===== src/rtl/if_stage.sv =====
// -----------------------------------------------------------------------------
// if_stage -- instruction fetch stage
//
// Fetches one 32-bit instruction word per request from a handshake-style
// instruction memory and presents it, with its PC+4, to the IF/ID register.
// Decode can stall the stage (Hazard). A taken branch redirects the fetch and
// flushes whatever was in flight.
//
// Three FSM states:
//   FETCH  a request to imem_addr is outstanding
//   HOLD   an instruction arrived during a stall and is parked in the buffer;
//          no request is issued until the stall lifts
//   DRAIN  a branch redirected the PC while a request was still outstanding;
//          the stale response is awaited and thrown away
//
// Ports
//   clk            single clock, rising edge
//   rst            asynchronous active-low reset
//   Hazard         stall request from decode: hold PC and outputs
//   BranchTaken    redirect fetch to BranchTarget, flush in-flight fetch
//   BranchTarget   redirect address, bits [1:0] forced to zero
//   imem_req       instruction-memory request
//   imem_addr      word-aligned fetch address, stable until imem_ack
//   imem_ack       imem_rdata is valid this cycle
//   imem_rdata     fetched instruction word
//   PCOut          PC+4 of the instruction on InstructionOut
//   InstructionOut fetched instruction or NOP
//   ValidOut       InstructionOut carries a real fetched instruction
// -----------------------------------------------------------------------------
module if_stage #(
  parameter logic [31:0] RESET_PC = 32'h0000_0000,
  parameter logic [31:0] NOP      = 32'h0000_0000
) (
  input  logic        clk,
  input  logic        rst,
  input  logic        Hazard,
  input  logic        BranchTaken,
  input  logic [31:0] BranchTarget,
  output logic        imem_req,
  output logic [31:0] imem_addr,
  input  logic        imem_ack,
  input  logic [31:0] imem_rdata,
  output logic [31:0] PCOut,
  output logic [31:0] InstructionOut,
  output logic        ValidOut
);

  typedef enum logic [1:0] {
    FETCH = 2'd0,
    HOLD  = 2'd1,
    DRAIN = 2'd2
  } state_t;

  // Clear the two byte-offset bits so every fetch address is word aligned.
  function automatic logic [31:0] align_word(input logic [31:0] addr);
    return addr & 32'hFFFF_FFFC;
  endfunction

  // Registered state
  state_t      state_r;
  logic [31:0] pc_r;
  logic [31:0] drain_addr_r;   // address of the request being drained
  logic [31:0] buf_pc_r;
  logic [31:0] buf_instr_r;
  logic        buf_valid_r;
  logic [31:0] out_pc_r;
  logic [31:0] out_instr_r;
  logic        out_valid_r;

  // Next-state values
  state_t      state_s;
  logic [31:0] pc_s;
  logic [31:0] drain_addr_s;
  logic [31:0] buf_pc_s;
  logic [31:0] buf_instr_s;
  logic        buf_valid_s;
  logic [31:0] out_pc_s;
  logic [31:0] out_instr_s;
  logic        out_valid_s;

  logic [31:0] pc_plus4_s;
  logic [31:0] target_s;

  assign pc_plus4_s = pc_r + 32'd4;   // wraps modulo 2^32
  assign target_s   = align_word(BranchTarget);

  // While draining, the memory still owns the old request, so its address is
  // replayed until the ack even though pc_r already holds the branch target.
  assign imem_addr = (state_r == DRAIN) ? drain_addr_r : pc_r;
  // HOLD issues no request; reset forces the request low immediately.
  assign imem_req  = rst & (state_r != HOLD);

  assign PCOut          = out_pc_r;
  assign InstructionOut = out_instr_r;
  assign ValidOut       = out_valid_r;

  // Next-state and next-output logic: branch beats stall beats normal fetch.
  always_comb begin
    state_s      = state_r;
    pc_s         = pc_r;
    drain_addr_s = drain_addr_r;
    buf_pc_s     = buf_pc_r;
    buf_instr_s  = buf_instr_r;
    buf_valid_s  = buf_valid_r;
    out_pc_s     = out_pc_r;
    out_instr_s  = out_instr_r;
    out_valid_s  = out_valid_r;

    if (BranchTaken) begin
      // Redirect: emit a bubble, drop any buffered instruction, ignore Hazard.
      pc_s        = target_s;
      out_pc_s    = pc_r;
      out_instr_s = NOP;
      out_valid_s = 1'b0;
      buf_valid_s = 1'b0;
      case (state_r)
        FETCH: begin
          if (imem_ack) begin
            // Response lands with the branch: discard it, fetch target next.
            state_s = FETCH;
          end else begin
            // Request still open: remember its address and wait it out.
            state_s      = DRAIN;
            drain_addr_s = pc_r;
          end
        end
        DRAIN: begin
          // Latest target wins; the original stale request is still pending.
          if (imem_ack) begin
            state_s = FETCH;
          end else begin
            state_s = DRAIN;
          end
        end
        HOLD: begin
          state_s = FETCH;
        end
        default: begin
          state_s = FETCH;
        end
      endcase
    end else begin
      case (state_r)
        FETCH: begin
          if (Hazard) begin
            if (imem_ack) begin
              // Data arrives during a stall: park it, outputs keep their value.
              buf_pc_s    = pc_plus4_s;
              buf_instr_s = imem_rdata;
              buf_valid_s = 1'b1;
              pc_s        = pc_plus4_s;
              state_s     = HOLD;
            end else begin
              state_s = FETCH;
            end
          end else begin
            if (imem_ack) begin
              out_pc_s    = pc_plus4_s;
              out_instr_s = imem_rdata;
              out_valid_s = 1'b1;
              pc_s        = pc_plus4_s;
            end else begin
              out_pc_s    = pc_r;
              out_instr_s = NOP;
              out_valid_s = 1'b0;
            end
            state_s = FETCH;
          end
        end
        HOLD: begin
          if (Hazard) begin
            state_s = HOLD;
          end else begin
            out_pc_s    = buf_pc_r;
            out_instr_s = buf_instr_r;
            out_valid_s = buf_valid_r;
            buf_valid_s = 1'b0;
            state_s     = FETCH;
          end
        end
        DRAIN: begin
          if (Hazard) begin
            out_valid_s = out_valid_r;
          end else begin
            out_pc_s    = pc_r;
            out_instr_s = NOP;
            out_valid_s = 1'b0;
          end
          // The stale response is dropped whatever the stall says.
          if (imem_ack) begin
            state_s = FETCH;
          end else begin
            state_s = DRAIN;
          end
        end
        default: begin
          state_s = FETCH;
        end
      endcase
    end
  end

  // State, PC, buffer and output registers with asynchronous reset.
  always_ff @(posedge clk or negedge rst) begin
    if (!rst) begin
      state_r      <= FETCH;
      pc_r         <= RESET_PC;
      drain_addr_r <= RESET_PC;
      buf_pc_r     <= 32'h0000_0000;
      buf_instr_r  <= NOP;
      buf_valid_r  <= 1'b0;
      out_pc_r     <= 32'h0000_0000;
      out_instr_r  <= NOP;
      out_valid_r  <= 1'b0;
    end else begin
      state_r      <= state_s;
      pc_r         <= pc_s;
      drain_addr_r <= drain_addr_s;
      buf_pc_r     <= buf_pc_s;
      buf_instr_r  <= buf_instr_s;
      buf_valid_r  <= buf_valid_s;
      out_pc_r     <= out_pc_s;
      out_instr_r  <= out_instr_s;
      out_valid_r  <= out_valid_s;
    end
  end

endmodule

===== config.mk =====
export PLATFORM = sky130hd
export DESIGN_NAME = if_stage
export DESIGN_NICKNAME = d
export VERILOG_FILES = /design/src/rtl/if_stage.sv
export SDC_FILE = /design/constraint.sdc
export NUM_CORES = 1
export LEC_CHECK = 0
export BUFFER_PORTS_ARGS = -buffer_cell sky130_fd_sc_hd__buf_2
export CAP_MARGIN = 20
export CORE_ASPECT_RATIO = 0.8
export CORE_UTILIZATION = 62
export DETAILED_ROUTE_END_ITERATION = 10
export PLACE_DENSITY_LB_ADDON = 0.1
export SLEW_MARGIN = 20
export SYNTH_ARGS = -nofsm -noshare
export SYNTH_HDL_FRONTEND = slang
export SYNTH_SLANG_ARGS = --single-unit

===== constraint.sdc =====
create_clock -name clk -period 3.59 [get_ports clk]
set_input_delay 0.718 -clock clk [delete_from_list [all_inputs] [get_ports clk]]
set_output_delay 0.718 -clock clk [all_outputs]
set_load 0.01 [all_outputs]

Word-level counts from Yosys, hierarchy flattened
Cells that the tools add are included.

cells by class
  add/sub/neg operators = 1
  multiply operators = 0
  divide/modulo/power cells = 0
  magnitude comparators = 0
  eq/ne operators = 8
  shifts and indexed selects = 0
  multiplexer cells = 32
  bitwise logic cells = 3
  reduce and logical (&&, ||, !) cells = 9

operator list
  operator                 number
  $mux W32                 13
  $pmux W32 S3             2
  $add A32 B3 Y32 const B  1
  $ne A3 B3 Y1 const B     5
  $reduce_and A4 Y1        3
  $mux W1                  10
  $mux W2                  4
  $pmux W2 S3              1
  $reduce_bool A4 Y1       1
  $pmux W1 S3              1
  $reduce_and A3 Y1        1
  $reduce_bool A3 Y1       1
  $eq A2 B1 Y1 const B     1
  $eq A2 B2 Y1 const B     1
  $logic_not A2 Y1         1
  $ne A2 B1 Y1 const B     1
  $not A1 Y1               2
  $pmux W1 S2              1
  $reduce_bool A2 Y1       1
  $reduce_or A2 Y1         1
  $and A1 B1 Y1            1

word-level totals
  register bits = 196
  bits in latches = 0
  memory bits (writable) = 0
  bits in read-only memories = 0
  bits of input ports = 69
  output and inout bits = 98
  memories = 0

Longest topological paths before layout
Gate-level depths: netlist of run 1.

  depth after elaboration = 5
  mapped depth = 10

Worst setup path before layout of run 1
Ideal clock, no wire load.

  path type = register -> output
  start = register state_r[0]
  end = output port imem_addr[10]
  arrival = 1.809 ns
  setup slack = 1.063 ns
  cell stages (with the launch flop) = 7
  cells stage by stage = dfrtp_1 > inv_1 > ha_1 > clkbuf_1 > clkbuf_1 > buf_1 > mux2_2

on the way
  longest elaborated chain between the ends = 2

RTL lines
  element                 RTL line  text
  from (decl)             60        state_t state_r;
  from (signal assigned)  216       state_r <= state_s;
  $eq A2 B2 Y1            89        assign imem_addr = (state_r == DRAIN) ? drain_addr_r : pc_r;
  $mux W32                89
  to (decl)               40        output logic [31:0] imem_addr,

No other way between the ends.

Worst setup path after layout of run 1
  start = register state_r[1]
  end = register out_pc_r[15] (netlist: PCOut[15])

on the way
  longest elaborated chain between the ends = 3
  elaborated cells between the ends (all ways) = 10

RTL lines
  element                                                         RTL line  text
  $eq A2 B1 Y1 (tied with other cells)                            143       case (state_r)
  $ne A3 B3 Y1 (no line) (tied with other cells)                  --
  $reduce_and A4 Y1 (no line) / $mux W32 (equally long branches)  --
  to (signal assigned)                                            222       out_pc_r <= out_pc_s;
  to (decl)                                                       66        logic [31:0] out_pc_r;

Parallel ways exist; a longest one is shown, timed or not.
A chain may end at the register's enable or synchronous reset.

==> results.json, run 1 <==
{
  "synthCells": 1081,
  "peakVddDrop_mv": 0.380,
  "vias": 8829,
  "ys_warn_count": 0,
  "fmax_mhz": 349,
  "yosys.area.top_type": "dfrtp_1",
  "area_growth_pct": 15.2,
  "clockRootBuffer": "clkbuf_16",
  "path_max_fanout": 48,
  "n_fill_cell": 1195,
  "start_util": 0.640,
  "grt_usage": 0.346,
  "path_clk_slew_ns": 0.07,
  "cts_made_buffers": 17,
  "clock_path_buffers": 2,
  "critPathLaunchType": "register",
  "ys_ff_latch": 188,
  "fin_crit_ns": 2.86,
  "cpLargestDelayFamily": "adder cells",
  "async_flop_share": 1.00,
  "tritoncts": "built",
  "drc": 0,
  "powerDensity_mw_per_mm2": 520,
  "synth_area_mm2": 0.0102,
  "hold_slack_ns": 0.201,
  "clk_latency_ns": 0.44,
  "synth_edf_count": 0,
  "die_y_um": 117,
  "drive_gt1_frac": 0.279,
  "max_slew.worst_pin.slew_ns": 0.901,
  "drt_first_pass_iters": 6,
  "status": "finished clean",
  "path_buf_inv": 2,
  "path_cells": "inv_1 -> ha_2 -> buf_4 -> nand2_1 -> nand2_1 -> a221o_1 -> o21ai_0 -> o21ai_0",
  "synth_area_leaders": "dfrtp_1 46%, mux2_2 9.7%, o21ai_0 5.5%, nand2_1 5.5%, a21oi_1 3.4%",
  "grt_max_degree": 143,
  "grt-ovfl-total": 0,
  "synth.most_common_cell": "dfrtp_1",
  "crit_arrival_ns": 3.21,
  "routed.top_layer": "met5",
  "fin_crit_sh": 0.798,
  "slew_headroom": 0.399,
  "maxSlewViolCount": 0,
  "first_iter_violations": 1000,
  "drt_wl_total_um": 28200,
  "synth_top_area_share": 0.462,
  "crit_required_ns": 3.93,
  "yosysSeqAreaShare": 0.462,
  "max_stage_delay_ns": 0.71,
  "skew_ns": 0.00792,
  "dominantRegCellSynth": "dfrtp_1",
  "hold_path.class": "input port to asynchronous set/reset pin",
  "postSynthAreaPerCell_um2": 9.41,
  "drt-met1-wl_um": 12100,
  "multi_input_area_mm2": 0.00505,
  "diodes": 0,
  "route.met2.wl_um": 12800,
  "path_class": "register to register",
  "antenna_found_initial": 0,
  "setup_tns_ns": 0,
  "post-cts-setup-buffers": 0,
  "std_cell_rows": 41,
  "ctsHtreeMaxLevel": 4,
  "wl_met3_um": 2620,
  "viasPerCell": 6.23,
  "finalNonFillerCells": 1417,
  "yosysUniqueCellTypes": 61,
  "grt_first_pass_wirelength_um": 45100,
  "clock-sinks": 188,
  "place_congestion": 0.954,
  "setup_viol": 0,
  "rsz0062_at_grt": "no",
  "port_buffers": 160,
  "end_kind": "register",
  "ys_top_cells_by_count": "188 x dfrtp_1, 149 x nand2_1, 112 x o21ai_0, 88 x mux2_2, 69 x a21oi_1",
  "wl_per_cell_um": 19.9,
  "dpl.hpwl_um": 18600,
  "crit_slowest_cell": "ha_2",
  "ctsHoldBuffers": 0,
  "ctsResizeCount": 0,
  "die_x_um": 145,
  "placedCellCount": 1385,
  "leakagePower_nw": 5.08,
  "num-nets-final": 1263,
  "core_mm2": 0.0159,
  "grt_pass1_vias": 8216,
  "hold_viol_final": 0,
  "max_cap_viol_count": 0,
  "die-area_mm2": 0.0169,
  "ios": 167,
  "seq_area_mm2": 0.00470,
  "ant_nets": 0
}
-- final cells by class --
type	count	share of cell area
multi-input cells	785	0.431
clock inverters	13	0.0156
clock buffers	19	0.0378
flip-flops and latches	188	0.401
well taps	215	0.0229
repair buffers	187	0.0885
inverters	10	0.00320
-- state kept, by name, summed over array words and instances (netlist names) --
signal and cells:
InstructionOut 32, buf_instr_r 32, PCOut 30, buf_pc_r 30, drain_addr_r 30, pc_r 30, state_r 2, ValidOut 1
buf_valid_r 1
-- cells by family (layout without fill, tap and decap cells) --
family / after synthesis / in the layout / synth area share
compound gates: 263 / 263 / 0.150
other cells: 1 / 4 / 0.000368
xor+xnor: 65 / 65 / 0.0559
flops: 188 / 188 / 0.462
simple gates: 357 / 357 / 0.179
mux: 91 / 91 / 0.100
buf+inv: 111 / 229 / 0.0456
fa+ha+maj: 5 / 5 / 0.00615
-- layer usage --
metal / up-vias / global-route usage
met5: - / 0
met4: 3 / 0.116
met3: 62 / 0.0559
met2: 523 / 0.529
met1: 4239 / 0.506
li1: 4002 / -
-- cells in the final DEF, fill, tap and decap left out, types with 12 or more instances in the layout --
cell,n
dfrtp_1,188
buf_2,159
nand2_1,149
o21ai_0,111
mux2_2,88
a21oi_1,68
nor2_1,49
xnor2_1,34
nor2b_1,33
nand3_1,31
xor2_1,31
buf_4,25
nand4_1,22
clkbuf_16,17
nor3_1,16
a22oi_1,15
o211ai_1,12
-- worst paths after layout --
path / slack (ns) / startpoint / to / depth (start not counted)
max: 0.73 / state_r[1] / PCOut[15] / 8
min: 0.20 / rst / drain_addr_r[26] / 1
max reg2reg: 0.73 / state_r[1] / PCOut[15] / 8
min reg2reg: 0.47 / InstructionOut[20] / InstructionOut[20] / 2
max in group asynchronous: 2.18 / rst / PCOut[16] / 2
min in group clk: 0.47 / InstructionOut[20] / InstructionOut[20] / 2
-- power by group --
group          switching, mW  internal (mW)
combinational          0.700          0.577
clock                  0.883           1.13
sequential             0.309           2.50
-- metrics by stage --
step	setup WS (ns)	utilization	total power [mW]	area, um2
after floorplan	1.06	-	3.61	10200
after global placement	0.947	0.698	4.03	11100
after detailed placement	0.932	0.698	4.10	11100
after CTS	0.747	0.737	6.11	11700
after global routing	0.555	0.737	6.39	11700
final	0.726	0.737	6.10	11700
(Power assumes the default switching activity.)
==> inputs of run 2 (changes only) <==
CORE_UTILIZATION = 52   (was 62)
clock period = 2.47 ns   (was 3.59 ns; I/O delays follow)
==> run 2 against run 1 <==
Effect of this change:
- clock power grew 42%
- via count is 0.41% lower
- clock skew is 0.0025 ns higher
- largest power group unchanged
==> results.json, run 2 (synthesis results as in run 1) <==
{
  "wl_met3_um": 2680,
  "seq_area_mm2": 0.00470,
  "end_kind": "primary output",
  "fmax_mhz": 410,
  "num-nets-final": 1322,
  "slew_headroom": 0.575,
  "std_cell_rows": 45,
  "critPathLaunchType": "register",
  "port_buffers": 160,
  "core_mm2": 0.0191,
  "hold_viol_final": 0,
  "drt_first_pass_iters": 5,
  "peakVddDrop_mv": 0.530,
  "path_max_fanout": 23,
  "antenna_found_initial": 0,
  "ios": 167,
  "area_growth_pct": 20.3,
  "crit_arrival_ns": 1.95,
  "grt_usage": 0.301,
  "drt_wl_total_um": 29300,
  "path_class": "register to primary output",
  "maxSlewViolCount": 0,
  "crit_required_ns": 1.98,
  "finalCoreUtilization": 0.641,
  "routed.top_layer": "met4",
  "die_y_um": 127,
  "status": "finished clean",
  "multi_input_area_mm2": 0.00505,
  "hold_slack_ns": 0.260,
  "grt-ovfl-total": 0,
  "route.met2.wl_um": 12700,
  "grt_first_pass_wirelength_um": 46000,
  "drive_gt1_frac": 0.312,
  "max_stage_delay_ns": 0.41,
  "crit_slowest_cell": "dfrtp_1",
  "grt_max_degree": 113,
  "wl_per_cell_um": 19.3,
  "path_cells": "inv_1 -> ha_2 -> buf_8 -> mux2_2 -> buf_2",
  "die_x_um": 158,
  "place_congestion": 0.921,
  "max_cap_viol_count": 0,
  "first_iter_violations": 786,
  "clock-sinks": 188,
  "rsz0062_at_grt": "yes",
  "grt_pass1_vias": 8257,
  "fin_crit_ns": 2.44,
  "skew_ns": 0.0104,
  "setup_viol": 0,
  "start_util": 0.533,
  "tritoncts": "built",
  "clockRootBuffer": "clkbuf_16",
  "viasPerCell": 5.79,
  "layout_common_cells": "188 x dfrtp_1, 159 x buf_2, 149 x nand2_1",
  "fin_crit_sh": 0.988,
  "max_slew.worst_pin.slew_ns": 0.637,
  "leakagePower_nw": 5.37,
  "layout_commonest_cell": "dfrtp_1",
  "dpl.hpwl_um": 20200,
  "hold_path.class": "input port to register",
  "die-area_mm2": 0.0201,
  "cts_made_buffers": 17,
  "ctsHtreeMaxLevel": 4,
  "clk_latency_ns": 0.43,
  "vias": 8793,
  "path_buf_inv": 3,
  "drc": 0,
  "drt-met1-wl_um": 13700,
  "ant_nets": 0,
  "powerDensity_mw_per_mm2": 727,
  "diodes": 0,
  "path_clk_slew_ns": 0.08,
  "clock_path_buffers": 2,
  "cpLargestDelayFamily": "buffers and inverters",
  "n_fill_cell": 1603
}
-- run 2: cell count changes in the layout (fill, tap and decap cells not counted), sizes merged --
cell         delta
clkinv          +1
clkbuf          -1
clkinvlp        -1
buf            +58
dlygate4sd3     +1
bufinv          -1
inv             +2
-- run 2: worst register-to-register path: stages (launching register included) --
cell and delay [ns]:
dfrtp_1 0.46, nand4_1 0.28, or3_1 0.53, nor4_1 0.46, buf_4 0.20, and4_1 0.18
a211oi_1 0.04
-- run 2: layout make-up --
cell class	count	share of cell area
Clock inverter	14	0.0147
Timing Repair Buffer	246	0.124
Inverter	10	0.00307
Clock buffer	18	0.0351
Tap cell	258	0.0264
Sequential cell	188	0.384
Multi-Input combinational cell	785	0.413
-- run 2: power by group --
part	total, mW	switching [mW]	internal [mW]
clock	2.86	1.32	1.54
sequential	3.97	0.334	3.63
combinational	2.07	1.14	0.936
total	8.90	2.79	6.11
-- run 2: routing by layer --
metal  up-vias  global-route usage
met2       377               0.436
met4         0              0.0645
met5         -                   0
met3        28              0.0695
li1       4125                   -
met1      4263               0.457
-- run 2: what timing repair did --
action / CTS / global route
gates cloned: 0 / 0
setup buffers: 0 / 0
setup endpoints to repair: 26 / 26
hold buffers: 1 / 0
endpoints found under the hold margin: 12 / 0
resized for setup: 0 / 5
-- run 2: path summary, 6_finish.rpt --
kind	from	depth (start not counted)	slack [ns]	end
setup / recovery	state_r[0]	5	0.03	imem_addr[4]
setup reg to reg	pc_r[14]	6	0.19	PCOut[28]
hold / removal	BranchTarget[26]	3	0.26	pc_r[26]
hold reg to reg	InstructionOut[5]	2	0.47	InstructionOut[5]
min in group asynchronous	rst	2	0.46	buf_pc_r[27]
max in group asynchronous	rst	3	1.13	drain_addr_r[11]
-- run 2: per-stage QoR --
stage	area [um2]	setup WS [ns]	std cells	TNS, ns	power (mW)
2_1_floorplan	10200	0.167	1084	0	5.25
3_3_place_gp	11600	0.314	1486	0	6.01
3_5_place_dp	11600	0.220	1486	0	6.08
4_1_cts	12200	-0.0377	1519	-0.636	8.92
5_1_grt	12200	-0.0154	1519	-0.0447	9.33
6_report	12200	0.0291	1519	0	8.90
